## config.mk

```make
export PLATFORM = sky130hd
export DESIGN_NAME = whack_game_ctrl
export DESIGN_NICKNAME = d
export VERILOG_FILES = /design/src/rtl/whack_game_ctrl.sv
export SDC_FILE = /design/constraint.sdc
export NUM_CORES = 1
export LEC_CHECK = 0
export ABC_CLOCK_PERIOD_IN_PS = 2700
export CAP_MARGIN = 40
export CORE_UTILIZATION = 35
export CTS_CLUSTER_DIAMETER = 80
export DETAILED_ROUTE_END_ITERATION = 8
export SYNTH_ARGS = -nofsm -noshare
export SYNTH_HDL_FRONTEND = slang
export SYNTH_SLANG_ARGS = --single-unit
```

## constraint.sdc

```tcl
create_clock -name clk -period 2.7 [get_ports clk]
set_clock_uncertainty 0.1 [all_clocks]
set_input_delay 0.27 -clock clk [delete_from_list [all_inputs] [get_ports clk]]
set_output_delay 0.27 -clock clk [all_outputs]
set_load 0.01 [all_outputs]
```

## src/rtl/whack_game_ctrl.sv

```systemverilog
// Whack-a-mole game sequencer: pseudo-random mole spawning, hit scoring, pause handling
// and the 1 s tick / restart controls for the external game timer.
module whack_game_ctrl #(
  parameter int unsigned TICK_DIV       = 100_000_000,
  parameter int unsigned MOLE_UP_CYCLES = 75_000_000,
  parameter int unsigned GAP_CYCLES     = 25_000_000,
  parameter int unsigned NUM_HOLES      = 4,
  parameter logic [15:0] LFSR_SEED      = 16'hACE1
) (
  input  logic                 clk,
  input  logic                 rst,
  input  logic                 start_btn,
  input  logic                 pause_btn,
  input  logic [NUM_HOLES-1:0] hit_btn,
  input  logic                 timer_done,
  output logic                 sec_tick,
  output logic                 pause,
  output logic                 timer_rst,
  output logic [NUM_HOLES-1:0] mole_mask,
  output logic [3:0]           score,
  output logic                 game_over
);

  localparam int PW = $clog2(TICK_DIV + 1);
  localparam int UW = $clog2(MOLE_UP_CYCLES + 1);
  localparam int GW = $clog2(GAP_CYCLES + 1);

  typedef enum logic [2:0] {IDLE, SPAWN, UP, GAP, PAUSED, OVER} state_t;

  state_t               state;
  state_t               saved_state;
  logic [15:0]          lfsr;
  logic [PW-1:0]        presc;
  logic [UW-1:0]        up_cnt;
  logic [GW-1:0]        gap_cnt;
  logic [3:0]           prev_hole;
  logic [NUM_HOLES-1:0] held_mask;
  logic                 guard;

  logic                 in_play;
  logic                 done_seen;
  logic                 hit_match;
  logic [3:0]           raw_hole;
  logic [3:0]           next_hole;
  logic [NUM_HOLES-1:0] spawn_mask;

  // A stale timer_done from the previous game is masked while the timer reloads.
  always_comb begin
    in_play    = (state == SPAWN) || (state == UP) || (state == GAP);
    done_seen  = timer_done && !timer_rst && !guard && (in_play || (state == PAUSED));
    hit_match  = |(hit_btn & mole_mask);
    raw_hole   = {1'b0, lfsr[2:0]} % 4'(NUM_HOLES);
    next_hole  = raw_hole;
    if (raw_hole == prev_hole)
      next_hole = (raw_hole + 4'd1) % 4'(NUM_HOLES);
    spawn_mask = NUM_HOLES'(1) << next_hole;
  end

  always_ff @(posedge clk) begin
    if (rst) begin
      state       <= IDLE;
      saved_state <= IDLE;
      lfsr        <= LFSR_SEED;
      presc       <= '0;
      up_cnt      <= '0;
      gap_cnt     <= '0;
      prev_hole   <= '0;
      held_mask   <= '0;
      guard       <= 1'b0;
      sec_tick    <= 1'b0;
      pause       <= 1'b0;
      timer_rst   <= 1'b0;
      mole_mask   <= '0;
      score       <= '0;
      game_over   <= 1'b0;
    end else begin
      if (state != PAUSED)
        lfsr <= {lfsr[14:0], lfsr[15] ^ lfsr[13] ^ lfsr[12] ^ lfsr[10]};
      sec_tick  <= 1'b0;
      timer_rst <= 1'b0;
      guard     <= timer_rst;

      // The pause-press cycle is treated as frozen so no tick can land inside PAUSED.
      if (in_play && !done_seen && !pause_btn) begin
        if (presc == PW'(TICK_DIV - 1)) begin
          presc    <= '0;
          sec_tick <= 1'b1;
        end else begin
          presc <= presc + 1'b1;
        end
      end

      if (done_seen) begin
        state     <= OVER;
        game_over <= 1'b1;
        pause     <= 1'b0;
        mole_mask <= '0;
      end else if (pause_btn && in_play) begin
        saved_state <= state;
        held_mask   <= mole_mask;
        mole_mask   <= '0;
        pause       <= 1'b1;
        state       <= PAUSED;
      end else begin
        unique case (state)
          IDLE, OVER: begin
            if (start_btn) begin
              state     <= SPAWN;
              score     <= '0;
              presc     <= '0;
              timer_rst <= 1'b1;
              game_over <= 1'b0;
            end
          end
          SPAWN: begin
            mole_mask <= spawn_mask;
            prev_hole <= next_hole;
            up_cnt    <= UW'(MOLE_UP_CYCLES - 1);
            state     <= UP;
          end
          UP: begin
            if (hit_match) begin
              if (score != 4'd15)
                score <= score + 4'd1;
              mole_mask <= '0;
              gap_cnt   <= GW'(GAP_CYCLES - 1);
              state     <= GAP;
            end else if (up_cnt == '0) begin
              mole_mask <= '0;
              gap_cnt   <= GW'(GAP_CYCLES - 1);
              state     <= GAP;
            end else begin
              up_cnt <= up_cnt - 1'b1;
            end
          end
          GAP: begin
            if (gap_cnt == '0)
              state <= SPAWN;
            else
              gap_cnt <= gap_cnt - 1'b1;
          end
          PAUSED: begin
            if (pause_btn) begin
              state     <= saved_state;
              mole_mask <= held_mask;
              pause     <= 1'b0;
            end
          end
          default: state <= IDLE;
        endcase
      end
    end
  end

endmodule

```

==> impl_metrics.json <==
{
  "grt_pass1_wl_um": 23500,
  "numCtsBuffers": 17,
  "async_flop_share_pct": 0,
  "max_freq_mhz": 394,
  "clk_pin_slew_ns": 0.06,
  "finalWirelength_um": 13800,
  "hold_end": "held_mask[2]",
  "clock_sinks": 120,
  "peakVddDrop_uv": 557,
  "die_w_um": 133,
  "holdWs_ns": 0.187,
  "drc": 0,
  "outcome": "complete, no violations",
  "initial_core_util_pct": 36.0,
  "core_area_um2": 16600,
  "synth_cells": 717,
  "grt_pass1_vias": 4784,
  "crit_fanout": 16,
  "ys.flop_type": "dfxtp_1",
  "cts_buffer_depth": 2,
  "endpoint_kind": "flip-flop",
  "netlist_area_um2": 5990,
  "period_share_pct": 93.9,
  "fin_util_pct": 43.1,
  "grt_util_all_layers_pct": 16.5,
  "netlist-cell-type-count": 62,
  "maxCapViolations": 0,
  "grt_max_degree": 27,
  "rows": 47,
  "synth_top_area_share_pct": 40.1,
  "yosys.area_share.simple_pct": 31.7,
  "p_leak_uw": 0.00253,
  "diodes": 0,
  "area_growth_pct": 19.8,
  "power_switching_uw": 3510,
  "reg2reg_to": "gap_cnt[13]",
  "synth.most_common_cell": "dfxtp_1",
  "hold_viol_final": 0,
  "hold_class": "in -> reg",
  "min-delay-start": "rst",
  "start_kind": "flip-flop",
  "drive_gt1_share_pct": 11.7,
  "synth_edf_count": 0,
  "p_per_area_nw_per_um2": 1250,
  "drtIter0Drc": 281,
  "r2r-start": "up_cnt[10]",
  "clock_latency_ns": 0.42,
  "vias": 5148,
  "ys_warn_count": 0,
  "crit_required_ns": 2.93,
  "grt_setup_unrepaired": "no",
  "post_drt_via_cell_ratio": 5.24,
  "finalWorstSetupSlack_ns": 0.165,
  "io_pins": 21,
  "synth_top_family_by_area": "simple AND/OR/NAND/NOR gates",
  "p_int_uw": 5490,
  "fill_cells": 1680,
  "io_buffers": 20,
  "synthMuxAreaShare_pct": 1.36,
  "relSlewSlack_pct": 45.5,
  "tightest_slew_ns": 0.814,
  "finalMaxSlewViolations": 0,
  "worstSetupPathType": "reg -> reg",
  "synthTopCellsByCount": "dfxtp_1, nor2_1, nand2_1, a21oi_1, xnor2_1",
  "arrival_ns": 2.76,
  "routabilityCongestion": 0.791,
  "synth-xor-area-share_pct": 8.77,
  "ys_seq_elements": 120,
  "htree_levels": 4,
  "die_area_um2": 17600,
  "cts_tree": "done",
  "p_sw_share_pct": 39.0,
  "syn_avg_cell_area_um2": 8.36,
  "reg2reg_slack_ns": 0.16,
  "finalSetupViolCount": 0,
  "power_frac_comb_pct": 44.9,
  "final_nets": 766,
  "power_frac_clock_pct": 27.0,
  "synth_nets": 732,
  "hold_depth": 2,
  "drt_first_pass_iters": 4,
  "antenna_found_initial": 0,
  "synth_compound_area_share_pct": 13.4,
  "dieHeight_um": 133,
  "synth_fa_ha_area_share_pct": 1.25,
  "seq_power_share_pct": 28.2,
  "post-route-min-period_ns": 2.54,
  "fin_tns_setup_ns": 0,
  "synth_seq_area_share_pct": 40.1,
  "root_buffer": "clkbuf_16",
  "ant_nets": 0,
  "dpl.hpwl_um": 9300,
  "detail_route.wl_per_cell_um": 14.1,
  "ys_top_cells_by_area": "dfxtp_1, nor2_1, xnor2_1",
  "grt_overflow": 0,
  "dp_slack_ns": 0.160,
  "reg2reg_depth": 7,
  "synth_area_leader_cell": "dfxtp_1"
}
## flip-flops by register name (all words and copies together), names as in the netlist
signal       flops
lfsr            16
presc           27
prev_hole        2
gap_cnt         25
state            3
score            4
up_cnt          27
game_over        1
timer_rst        1
mole_mask        4
held_mask        4
pause            1
sec_tick         1
saved_state      3
guard            1
## power groups by stage
stage | sequential (uW) | combinational [uW] | clock (uW)
4_1_cts | 2530 | 4020 | 2480
6_report | 2530 | 4030 | 2430
3_5_place_dp | 2560 | 3980 | 0
2_1_floorplan | 2440 | 3080 | 0
5_1_grt | 2600 | 4480 | 2550
3_3_place_gp | 2560 | 3970 | 0
## per-layer routing
layer	track usage [%]	vias to the layer above	part of all wire, %
met4	5.68	0	1.1
met3	4.56	16	3.3
li1	-	2633	-
met2	25.2	69	45
met5	0	-	0
met1	22.2	2430	51
## worst max path at each step
| stage | startpoint | to | cells past startpoint |
|---|---|---|---|
| finish | up_cnt[10] | gap_cnt[13] | 7 |
| global route | up_cnt[10] | gap_cnt[13] | 7 |
| global placement | up_cnt[18] | gap_cnt[18] | 7 |
| CTS | up_cnt[18] | gap_cnt[13] | 7 |
| floorplan | up_cnt[10] | gap_cnt[17] | 8 |
| detailed placement | up_cnt[18] | gap_cnt[14] | 7 |
## layout make-up
cell class | count | area (um^2) | area share [%]
Tap cell | 220 | 275 | 3.83
Multi-Input combinational cell | 549 | 3390 | 47.3
Clock buffer | 23 | 488 | 6.80
Timing Repair Buffer | 49 | 425 | 5.93
Clock inverter | 8 | 143 | 1.99
Sequential cell | 120 | 2400 | 33.5
Inverter | 14 | 52.6 | 0.732
## metrics by stage
step | power [uW] | std cells | cell area (um^2)
finish | 8990 | 983 | 7180
global route | 9630 | 983 | 7180
CTS | 9030 | 983 | 7170
detailed placement | 6530 | 952 | 6540
global placement | 6530 | 952 | 6540
floorplan | 5530 | 717 | 5990
## worst max-delay path: stages (launching register included)
cell and delay (ns):
dfxtp_1 0.34, or4_4 0.58, nor3_4 0.34, a311oi_4 0.19, buf_4 0.26, nor2_4 0.27
a21oi_1 0.12, a311oi_1 0.24
## kinds of logic (layout without fill, tap and decap cells)
group,after synthesis,count (layout)
compound gates,125,125
xor+xnor,60,60
fa+ha+maj,6,6
buf+inv,48,94
flops,120,120
mux,8,8
simple gates,350,350
## timing repair
item | in CTS | in global routing
setup endpoints to repair | 0 | 7
hold buffers | 0 | 0
gates resized for setup | 0 | 2
buffers inserted | 0 | 0
## layout by cell type (no fill, tap or decap), types with 7 or more instances in the layout
cell type        Yosys  final
mux2i_1              7      7
dfxtp_1            120    120
nor3_1              30     30
nor4_2               8      8
nand2b_1            14     14
nor2b_1              7      7
buf_4                0     28
nand3b_1             9      9
or4_1               13     12
xor2_1              23     23
clkbuf_16            0     17
nand3_1             22     22
or3_1               19     19
nor4_1              14     14
clkdlybuf4s50_1      0     19
a311oi_1            10     10
xnor2_1             37     37
o21ai_0             13     13
nand4_1             13     13
a21oi_1             59     59
nor2_1              92     92
or2_2                7      7
inv_1               13     13
nand2_1             69     69
No activity file was read; power rests on OpenSTA's default activity.
